--- src/rtl/processing_unit_pkg.sv ---
// Shared definitions for the processing_unit_ext datapath:
//   - ALU opcode values (as decoded from the top OP_SIZE bits of IR)
//   - Bus_2 source select encodings
//   - flag register bit positions and a packing helper
package processing_unit_pkg;

  // ALU opcodes; every other value behaves as NOP.
  localparam int OP_NOP = 0;
  localparam int OP_ADD = 1;
  localparam int OP_SUB = 2;
  localparam int OP_AND = 3;
  localparam int OP_OR  = 4;
  localparam int OP_XOR = 5;
  localparam int OP_NOT = 6;
  localparam int OP_SHL = 7;
  localparam int OP_SHR = 8;

  // Bus_2 source select.
  localparam logic [1:0] SEL2_ALU  = 2'd0;
  localparam logic [1:0] SEL2_BUS1 = 2'd1;
  localparam logic [1:0] SEL2_MEM  = 2'd2;
  localparam logic [1:0] SEL2_ZERO = 2'd3;

  // Flag register layout.
  localparam int NUM_FLAGS = 3;
  localparam int FLAG_Z    = 0;
  localparam int FLAG_C    = 1;
  localparam int FLAG_N    = 2;

  function automatic logic [NUM_FLAGS-1:0] pack_flags(input logic z, input logic c,
                                                      input logic n);
    logic [NUM_FLAGS-1:0] f;
    f         = '0;
    f[FLAG_Z] = z;
    f[FLAG_C] = c;
    f[FLAG_N] = n;
    return f;
  endfunction

endpackage

--- src/rtl/pu_alu_serial.sv ---
// ALU for processing_unit_ext: combinational arithmetic/logic ops plus a
// serial shifter that moves one bit per cycle.
// Ports:
//   clk, rst    clock, asynchronous active-high reset
//   a, b        operands (A = Y register, B = Bus_1)
//   opcode      ALU operation, taken from IR
//   flag_load   flag-load strobe (already blocked by the caller while busy)
//   result      ALU result (shift ops return the shift register once started)
//   flags       flag register, indexed by FLAG_Z / FLAG_C / FLAG_N
//   alu_busy    high while a serial shift is in progress
module pu_alu_serial
  import processing_unit_pkg::*;
#(
  parameter int WORD_SIZE = 8,
  parameter int OP_SIZE   = 4
) (
  input  logic                 clk,
  input  logic                 rst,
  input  logic [WORD_SIZE-1:0] a,
  input  logic [WORD_SIZE-1:0] b,
  input  logic [OP_SIZE-1:0]   opcode,
  input  logic                 flag_load,
  output logic [WORD_SIZE-1:0] result,
  output logic [NUM_FLAGS-1:0] flags,
  output logic                 alu_busy
);

  localparam int CW = $clog2(WORD_SIZE);

  logic [31:0]          op;
  logic                 is_shift;
  logic [CW-1:0]        amount;
  logic [CW-1:0]        count;
  logic [WORD_SIZE-1:0] shift_reg;
  logic                 shift_left;
  logic [WORD_SIZE-1:0] shift_next;
  logic                 shift_out;
  logic                 comb_c;

  assign op       = 32'(opcode);
  assign is_shift = (op == OP_SHL) || (op == OP_SHR);
  assign amount   = b[CW-1:0];

  // NOTE: every signal written in an always_comb gets a default first, so no
  // path through the case leaves it unassigned and no latch is inferred.
  always_comb begin
    result = a;
    comb_c = 1'b0;
    case (op)
      OP_ADD: {comb_c, result} = {1'b0, a} + {1'b0, b};
      OP_SUB: {comb_c, result} = {1'b0, a} - {1'b0, b};  // top bit is the borrow
      OP_AND: result = a & b;
      OP_OR:  result = a | b;
      OP_XOR: result = a ^ b;
      OP_NOT: result = ~a;
      // A zero-length shift is just A; otherwise the shifter owns the result.
      OP_SHL, OP_SHR: result = (amount == '0) ? a : shift_reg;
      default: result = a;
    endcase
  end

  // One-bit step of the shifter in the direction latched at start.
  always_comb begin
    if (shift_left) begin
      shift_next = {shift_reg[WORD_SIZE-2:0], 1'b0};
      shift_out  = shift_reg[WORD_SIZE-1];
    end else begin
      shift_next = {1'b0, shift_reg[WORD_SIZE-1:1]};
      shift_out  = shift_reg[0];
    end
  end

  // NOTE: state registers use non-blocking assignments so every flop samples
  // values from before the edge, independent of statement order.
  always_ff @(posedge clk or posedge rst) begin
    if (rst) begin
      shift_reg  <= '0;
      count      <= '0;
      shift_left <= 1'b0;
      alu_busy   <= 1'b0;
      flags      <= '0;
    end else if (alu_busy) begin
      shift_reg <= shift_next;
      count     <= count - CW'(1);
      if (count == CW'(1)) begin
        alu_busy <= 1'b0;
        flags    <= pack_flags(shift_next == '0, shift_out, shift_next[WORD_SIZE-1]);
      end
    end else if (flag_load) begin
      if (is_shift && amount != '0) begin
        shift_reg  <= a;
        count      <= amount;
        shift_left <= (op == OP_SHL);
        alu_busy   <= 1'b1;
      end else begin
        flags <= pack_flags(result == '0, comb_c, result[WORD_SIZE-1]);
      end
    end
  end

endmodule

--- src/rtl/processing_unit_ext.sv ---
// Datapath of the stored-program CPU: register file, PC, IR, address
// register, ALU operand register Y, flags and the serial-shift ALU.
// Ports:
//   clk, rst       clock, asynchronous active-high reset
//   mem_word       memory read data, mem_ready marks it valid
//   load_r         one-hot register-file write strobes from Bus_2
//   load_pc, inc_pc, load_ir, load_add_r, load_reg_y, load_reg_z  strobes
//   sel_bus_1      0..NUM_REGS-1 -> Rn, NUM_REGS -> PC, else 0
//   sel_bus_2      ALU result / Bus_1 / mem_word / zero
//   instruction    IR contents; address: address register contents
//   bus_1          current Bus_1 value
//   zflag, cflag, nflag  flag register
//   alu_busy       serial shift in progress (all loads and inc_pc ignored)
//   mem_stall      Bus_2 sources memory while mem_ready is low
module processing_unit_ext
  import processing_unit_pkg::*;
#(
  parameter int WORD_SIZE = 8,
  parameter int NUM_REGS  = 4,
  parameter int OP_SIZE   = 4,
  parameter int SEL1_SIZE = $clog2(NUM_REGS + 1)
) (
  input  logic                 clk,
  input  logic                 rst,
  input  logic [WORD_SIZE-1:0] mem_word,
  input  logic                 mem_ready,
  input  logic [NUM_REGS-1:0]  load_r,
  input  logic                 load_pc,
  input  logic                 inc_pc,
  input  logic                 load_ir,
  input  logic                 load_add_r,
  input  logic                 load_reg_y,
  input  logic                 load_reg_z,
  input  logic [SEL1_SIZE-1:0] sel_bus_1,
  input  logic [1:0]           sel_bus_2,
  output logic [WORD_SIZE-1:0] instruction,
  output logic [WORD_SIZE-1:0] address,
  output logic [WORD_SIZE-1:0] bus_1,
  output logic                 zflag,
  output logic                 cflag,
  output logic                 nflag,
  output logic                 alu_busy,
  output logic                 mem_stall
);

  localparam int RW = $clog2(NUM_REGS);

  logic [WORD_SIZE-1:0] reg_file [NUM_REGS];
  logic [WORD_SIZE-1:0] pc;
  logic [WORD_SIZE-1:0] reg_y;
  logic [WORD_SIZE-1:0] bus_2;
  logic [WORD_SIZE-1:0] alu_result;
  logic [NUM_FLAGS-1:0] flags;
  logic                 bus2_wr_en;
  logic                 ctl_en;

  always_comb begin
    bus_1 = '0;
    if (int'(sel_bus_1) < NUM_REGS) begin
      bus_1 = reg_file[sel_bus_1[RW-1:0]];
    end else if (int'(sel_bus_1) == NUM_REGS) begin
      bus_1 = pc;
    end
  end

  always_comb begin
    case (sel_bus_2)
      SEL2_ALU:  bus_2 = alu_result;
      SEL2_BUS1: bus_2 = bus_1;
      SEL2_MEM:  bus_2 = mem_word;
      default:   bus_2 = '0;
    endcase
  end

  assign mem_stall  = (sel_bus_2 == SEL2_MEM) && !mem_ready;
  assign ctl_en     = !alu_busy;
  // Anything written from Bus_2 must wait for valid memory data.
  assign bus2_wr_en = ctl_en && !mem_stall;

  // NOTE: the register file is a small flop array, so it is cleared on reset
  // like every other architectural register (not inferred as a RAM).
  always_ff @(posedge clk or posedge rst) begin
    if (rst) begin
      for (int i = 0; i < NUM_REGS; i++) reg_file[i] <= '0;
      pc          <= '0;
      instruction <= '0;
      address     <= '0;
      reg_y       <= '0;
    end else begin
      // Reads of bus_1 in this cycle see the pre-edge value of every register.
      for (int i = 0; i < NUM_REGS; i++) begin
        if (load_r[i] && bus2_wr_en) reg_file[i] <= bus_2;
      end
      if (load_pc && bus2_wr_en) pc <= bus_2;
      else if (inc_pc && ctl_en) pc <= pc + WORD_SIZE'(1);
      if (load_ir && bus2_wr_en)    instruction <= bus_2;
      if (load_add_r && bus2_wr_en) address     <= bus_2;
      if (load_reg_y && bus2_wr_en) reg_y       <= bus_2;
    end
  end

  pu_alu_serial #(
    .WORD_SIZE(WORD_SIZE),
    .OP_SIZE  (OP_SIZE)
  ) u_alu (
    .clk      (clk),
    .rst      (rst),
    .a        (reg_y),
    .b        (bus_1),
    .opcode   (instruction[WORD_SIZE-1 -: OP_SIZE]),
    .flag_load(load_reg_z && ctl_en),
    .result   (alu_result),
    .flags    (flags),
    .alu_busy (alu_busy)
  );

  assign zflag = flags[FLAG_Z];
  assign cflag = flags[FLAG_C];
  assign nflag = flags[FLAG_N];

endmodule
--- config.mk ---
export PLATFORM = sky130hd
export DESIGN_NAME = processing_unit_ext
export DESIGN_NICKNAME = d
export VERILOG_FILES = /design/src/rtl/processing_unit_pkg.sv /design/src/rtl/pu_alu_serial.sv /design/src/rtl/processing_unit_ext.sv
export SDC_FILE = /design/constraint.sdc
export NUM_CORES = 1
export LEC_CHECK = 0
export ABC_AREA = 1
export CELL_PAD_IN_SITES_DETAIL_PLACEMENT = 0
export CELL_PAD_IN_SITES_GLOBAL_PLACEMENT = 2
export CORE_AREA = 5 5 131 133
export DETAILED_ROUTE_END_ITERATION = 12
export DIE_AREA = 0 0 136 138
export HOLD_SLACK_MARGIN = 0.05
export PLACE_DENSITY = 0.82
export SYNTH_ARGS = -nofsm -noshare
export SYNTH_HDL_FRONTEND = slang
export SYNTH_SLANG_ARGS = --single-unit
--- constraint.sdc ---
create_clock -name clk -period 4.6 [get_ports clk]
set_input_delay 0.69 -clock clk [delete_from_list [all_inputs] [get_ports clk]]
set_output_delay 0.69 -clock clk [all_outputs]
set_load 0.02 [all_outputs]
==> out/results.tsv, run 1 <==
metric	value	unit
status	finished, final reports clean	
Hold Path Cell Cnt	2	
Post-synth EDFFs	0	
worst slew pin tran	838	ps
RSZ-0062 raised after global routing	no	
max_slew headroom	43.7	%
Die Span Y	138	µm
Worst R2R Path Depth	20	
CTS resizes	0	
core area	15700	µm²
final setup fails	0	
top cell type's share of synthesized area	37.0	%
Lkg Pwr	3.28	nW
first-pass GRT wire length	29500	µm
maximum VDD drop	0.316	mV
multiplexer area fraction after synthesis	0.555	%
synthesized instance count	774	
Syn Area/Cell	6.99	µm²
post-synth top area cell	dfrtp_1	
final max-slew violation count	0	
arrival time at the worst endpoint	4330	ps
Synth Area in Compound Gates	14.3	%
hold buffers post-CTS	0	
Residual DRC	0	
final weighted congestion in routability-driven placement	0.962	
crit-path max FO	11	
most common cell in the synthesized netlist	nand2_1	
ANT cells	0	
I/O pin count	55	
worst hold path class	reg -> reg	
nets@finish	890	
cells along the critical path	clkdlybuf4s50_1 -> inv_2 -> nand3_2 -> o21ai_1 -> nand2_2 -> ha_1 -> nand3_1 -> nand3_1 -> nand2_1 -> nand2_1 -> a21oi_1 -> nor2_1 -> nor2_1 -> nor2_1 -> a21oi_1 -> nand2_1 -> nand2_1 -> nand2_1 -> o21ai_0	
Crit path largest cell delay	600	ps
number of global-route vias before repair	5119	
worst path required time	4860	ps
post-synthesis xor/xnor area fraction	1.13	%
pwr/cell area	702	nW/µm²
sequential-to-total area share from yosys stat	37.0	%
CTS Root Buffer Type	clkbuf_16	
# H-tree levels	3	
total gr overflow	0	
FFs w/ async S/R, synth	100	%
Worst Setup End Kind	flop	
Tmin final	4070	ps
Initial Util	34.4	%
largest family of logic cells by synthesized area	simple AND/OR/NAND/NOR gates	
routed vias	5336	
Fill cells	1666	
Main synth FF type	dfrtp_1	
synth unique cells	39	
Ys Warns	0	
share of layout cells above drive strength 1	7.61	%
Post-Synth Simple-Gate Area	31.6	%
clk buf depth	2	
TritonCTS buffer count	9	
die area	18800	µm²
DRT antenna net count	0	
Max-cap violations	0	
clock slew at reported path FFs	70	ps
Yosys reg bits	80	
die span in x	136	µm
Post-synth top cells	nand2_1, inv_1, dfrtp_1, nor2_1, nand3_1	
CTS tree	built	
final hold violation count	0	
Setup TNS	0	ps
GRT Total Usage	20.3	%
Synth Area in Adders	6.61	%
CP Launch Type	input port	
slowest CP cell	clkdlybuf4s50_1	
WL/cell	18.0	µm
clk_lat worst skew	350	ps
register with the most flip-flops	reg_file	
pin count of the biggest net entering global routing	43	
Synth Net Count	828	
area growth from synthesis to layout	21.0	%
# Post-CTS Setup Buffers	0	
placed insts	1041	
final non-filler cell total	1057	
Crit Path Category	in -> reg	
Final Skew	7.99	ps
first-pass detailed-route iteration total	6	
port bufs	54	
synth top area cells	dfrtp_1, nand2_1, inv_1, ha_1, nand3_1	
antenna violations before repair	0	
Vias per Instance	5.05	
most frequent CP cell	nand2_1	
max FFs per register	32	
Final period util	88.4	%
dpl hpwl	14400	µm
clk sink count	80	
Initial DRC Count	494	
synthesized area	5410	µm²
Core Rows	46	
routed wire length	19000	µm
Max Fclk	0.246	GHz
==> cell families (layout without fill, tap and decap cells) <==
logic type | count (synthesis) | count (layout)
AO/OA/AOI/OAI | 129 | 129
XOR/XNOR | 7 | 7
adder cells (fa/ha/maj) | 28 | 28
buffers and inverters | 122 | 189
flip-flops | 80 | 80
multiplexers | 3 | 3
AND/OR/NAND/NOR | 405 | 405
==> critical path: cells and delay by family <==
family,cells,cell delay (ps)
fa+ha+maj,1,400
compound gates,4,650
simple gates,12,1720
buf+inv,2,840
==> cells in the final DEF (no fill, tap or decap), types with 10 or more instances in the layout <==
cell / netlist / routed
a21oi_1: 27 / 27
a221oi_1: 11 / 11
buf_4: 1 / 14
clkdlybuf4s50_1: 0 / 54
dfrtp_1: 80 / 80
ha_1: 27 / 27
inv_1: 96 / 95
nand2_1: 255 / 255
nand2_2: 10 / 10
nand3_1: 49 / 49
nand4_1: 10 / 10
nor2_1: 60 / 60
o21ai_0: 45 / 45
o21ai_1: 18 / 18
==> worst paths after layout <==
check	start	to	slack (ps)
setup / recovery	sel_bus_1[1]	reg_file[13]	530
hold / removal	address[4]	address[4]	490
setup reg to reg	reg_file[27]	reg_file[14]	1390
hold reg to reg	address[4]	address[4]	490
max in group asynchronous	rst	reg_y[2]	2820
min in group asynchronous	rst	reg_file[4]	770
==> power breakdown <==
group / internal [mW] / total (mW) / leakage, nW / switching [mW]
Combinational: 0.869 / 2.54 / 2.12 / 1.67
Clock: 0.428 / 0.753 / 0.152 / 0.325
Sequential: 1.03 / 1.31 / 1.01 / 0.284
Total: 2.32 / 4.60 / 3.28 / 2.28
==> metal layers <==
metal,up-vias,GRT usage [%],wire length (µm)
met2,159,30.8,8330
met4,0,5.57,400
met3,25,3.92,1180
li1,2624,-,-
met5,-,0,0
met1,2528,29.5,9070
==> area by class of cell <==
cell class	instances	area, µm²	share of cell area, %
Inverter	105	395	6.04
Multi-Input combinational cell	572	2930	44.8
Clock inverter	7	77.6	1.18
Timing Repair Buffer	68	646	9.86
Tap cell	216	270	4.13
Clock buffer	9	225	3.44
Sequential cell	80	2000	30.6
==> metrics by stage <==
step | setup WS (ps) | power, mW | util, % | cell area, µm² | hold slack [ps]
after global placement | 299 | 3.82 | 39.7 | 6240 | 467
after floorplan | 1070 | 2.92 | - | 5410 | 449
after CTS | 606 | 4.62 | 41.7 | 6550 | 492
after detailed placement | 242 | 3.83 | 39.7 | 6240 | 464
after global routing | 301 | 5.00 | 41.7 | 6550 | 520
final | 533 | 4.60 | 41.7 | 6550 | 486
No activity file was read; power rests on OpenSTA's default activity.
==> run 2: changes to the inputs <==
--- a/config.mk
+++ b/config.mk
@@ -11,6 +11,7 @@
 export CORE_AREA = 5 5 131 133
 export DETAILED_ROUTE_END_ITERATION = 12
 export DIE_AREA = 0 0 136 138
+export GPL_TIMING_DRIVEN = 0
 export HOLD_SLACK_MARGIN = 0.05
 export PLACE_DENSITY = 0.82
 export SYNTH_ARGS = -nofsm -noshare
==> run 2 against run 1 <==
  * Hold slack worse by 3.2 ps
  * Global-route usage is 0.39 points lower
  * Flip-flop and latch count stayed put
  * Maximum frequency is 6.7% lower
  * Clock skew is 2.2 ps higher
  * Sequential power hardly changed
  * Critical endpoint is now instruction[7]
==> out/results.tsv, run 2 (synthesis results as in run 1) <==
metric	value	unit	change
CP Buf/Inv Count	6		+4
clk buf depth	2		unchanged
pre-CTS setup slack	-427	ps	-669 ps
r2r startpoint	reg_file[18]		
cells along the critical path	clkdlybuf4s50_1 -> buf_4 -> buf_2 -> a21oi_1 -> a32o_1 -> o22ai_4 -> inv_1 -> ha_1 -> buf_2 -> inv_1 -> o21ai_0 -> a221oi_2 -> nand2_1 -> nand2_1 -> a21oi_1 -> nor2_1 -> nand3b_1 -> nand2_1 -> nand2_2 -> nand2_1 -> o21ai_1		
first-pass detailed-route iteration total	6		unchanged
worst slew pin tran	953	ps	+115 ps
final non-filler cell total	1061		+0.38%
final core utilization	41.9	%	+0.23 points
Worst R2R Setup Slack	1260	ps	-130 ps
Crit path largest cell delay	590	ps	about the same
core area	15700	µm²	unchanged
most frequent CP cell	nand2_1		
DRT antenna net count	0		unchanged
Lkg Pwr	3.29	nW	about the same
Worst Setup End Kind	flop		
arrival time at the worst endpoint	4580	ps	+250 ps
total gr overflow	0		unchanged
routed wire length	18800	µm	-1.1%
Core Rows	46		unchanged
leading cell type in the layout, fill and taps excluded	nand2_1		
nets@finish	894		+0.45%
hold_sp	instruction[1]		
max FFs per register	32		unchanged
GRT met2 Usage	29.1	%	-1.7 points
register with the most flip-flops	reg_file		
placed insts	1044		+0.29%
share of layout cells above drive strength 1	7.57	%	-0.036 points
Initial DRC Count	450		-8.9%
status	finished, final reports clean		
final max-slew violation count	0		unchanged
port bufs	53		-1.9%
routed vias	5428		+1.7%
pwr/cell area	699	nW/µm²	-0.56%
hold buffers post-CTS	0		unchanged
dpl hpwl	14100	µm	-2.4%
CP Launch Type	input port		
antenna violations before repair	0		unchanged
final setup fails	0		unchanged
clock slew at reported path FFs	60	ps	about the same
CTS tree	built		
max_slew headroom	36.0	%	-7.7 points
slowest CP cell	clkdlybuf4s50_1		
Max Fclk	0.229	GHz	-6.7%
Hold Path Cell Cnt	2		unchanged
Final period util	94.8	%	+6.4 points
Worst path top cell family by delay	buffers and inverters		
Crit Path Category	in -> reg		
CTS Root Buffer Type	clkbuf_16		
most frequent cells in the layout	nand2_1, inv_1, dfrtp_1		
die area	18800	µm²	unchanged
Tmin final	4360	ps	+292 ps
Residual DRC	0		unchanged
die span in x	136	µm	unchanged
Crit path depth	21		+2
area growth from synthesis to layout	21.7	%	
global routing usage on met1	29.8	%	+0.31 points
worst hold path class	reg -> reg		
Final Skew	10.2	ps	+2.18 ps
Vias per Instance	5.12		+1.3%
Critical R2R Capture	pc[5]		
clk_lat worst skew	350	ps	about the same
Fill cells	1652		-0.84%
met3 Track Usage GR	2.98	%	-0.94 points
crit-path max FO	10		-1
clk sink count	80		unchanged
Initial Util	34.4	%	unchanged
final hold violation count	0		unchanged
busiest grt layer	met1		
Worst R2R Path Depth	19		-5.0%
# H-tree levels	3		unchanged
GRT Total Usage	19.9	%	-0.39 points
crit path to	instruction[7]		
worst path required time	4820	ps	-40 ps
final weighted congestion in routability-driven placement	0.887		-7.8%
WL/cell	17.7	µm	-1.5%
ANT cells	0		unchanged
Die Span Y	138	µm	unchanged
TritonCTS buffer count	9		unchanged
Max-cap violations	0		unchanged
maximum VDD drop	0.361	mV	+14%
I/O pin count	55		unchanged
first-pass GRT wire length	29200	µm	-1.1%
Critical path origin	sel_bus_1[0]		
number of global-route vias before repair	5160		+0.80%
final worst slack	241	ps	-292 ps
pin count of the biggest net entering global routing	42		-2.3%
==> run 2: worst min path at each step <==
stage / endpoint / slack, ps
after global routing: reg_file[19] / 490
after floorplan: reg_file[20] / 450
after global placement: reg_file[22] / 460
after detailed placement: reg_file[22] / 470
after CTS: reg_file[19] / 480
final: instruction[1] / 480
==> run 2: routing by layer <==
metal / vias to the layer above / part of all wire [%] / wire length (µm)
met3: 35 / 6.5 / 1210
li1: 2630 / - / -
met2: 199 / 43 / 8090
met5: - / 0 / 0
met1: 2564 / 48 / 8960
met4: 0 / 2.7 / 502
==> run 2: cell type report <==
type / instances / area [µm²] / share of cell area [%]
inverter: 105 / 397 / 6.02
tap: 216 / 270 / 4.10
buffer: 17 / 83.8 / 1.27
clock buffer: 9 / 225 / 3.42
sequential: 80 / 2000 / 30.4
clock inverter: 7 / 77.6 / 1.18
timing repair buffer: 55 / 571 / 8.67
multi-input combinational: 572 / 2960 / 44.9
==> run 2: power breakdown <==
group	switching (mW)	internal, mW
Clock	0.323	0.428
Sequential	0.254	1.03
Combinational	1.70	0.867
Total	2.28	2.32
==> run 2: what timing repair did <==
action	CTS	global route
setup endpoints to repair	9	15
buffers inserted	0	1
gates cloned	0	0
pin swaps	0	1
gates resized for setup	2	2
==> run 2: worst reg2reg max path: cells and delay by family (launching register included) <==
kind / cells / cell delay (ps)
buf+inv: 1 / 70
flops: 1 / 390
fa+ha+maj: 1 / 390
compound gates: 3 / 560
simple gates: 14 / 1870
==> run 2: through the flow <==
| step | power (mW) | hold slack (ps) | area (µm²) | setup TNS [ps] |
|---|---|---|---|---|
| 2_1_floorplan | 2.92 | 449 | 5410 | 0 |
| 3_3_place_gp | 3.76 | 464 | 6210 | -6560 |
| 3_5_place_dp | 3.79 | 465 | 6230 | -6980 |
| 4_1_cts | 4.57 | 484 | 6550 | 0 |
| 5_1_grt | 5.01 | 493 | 6580 | -0.173 |
| 6_report | 4.60 | 483 | 6580 | 0 |
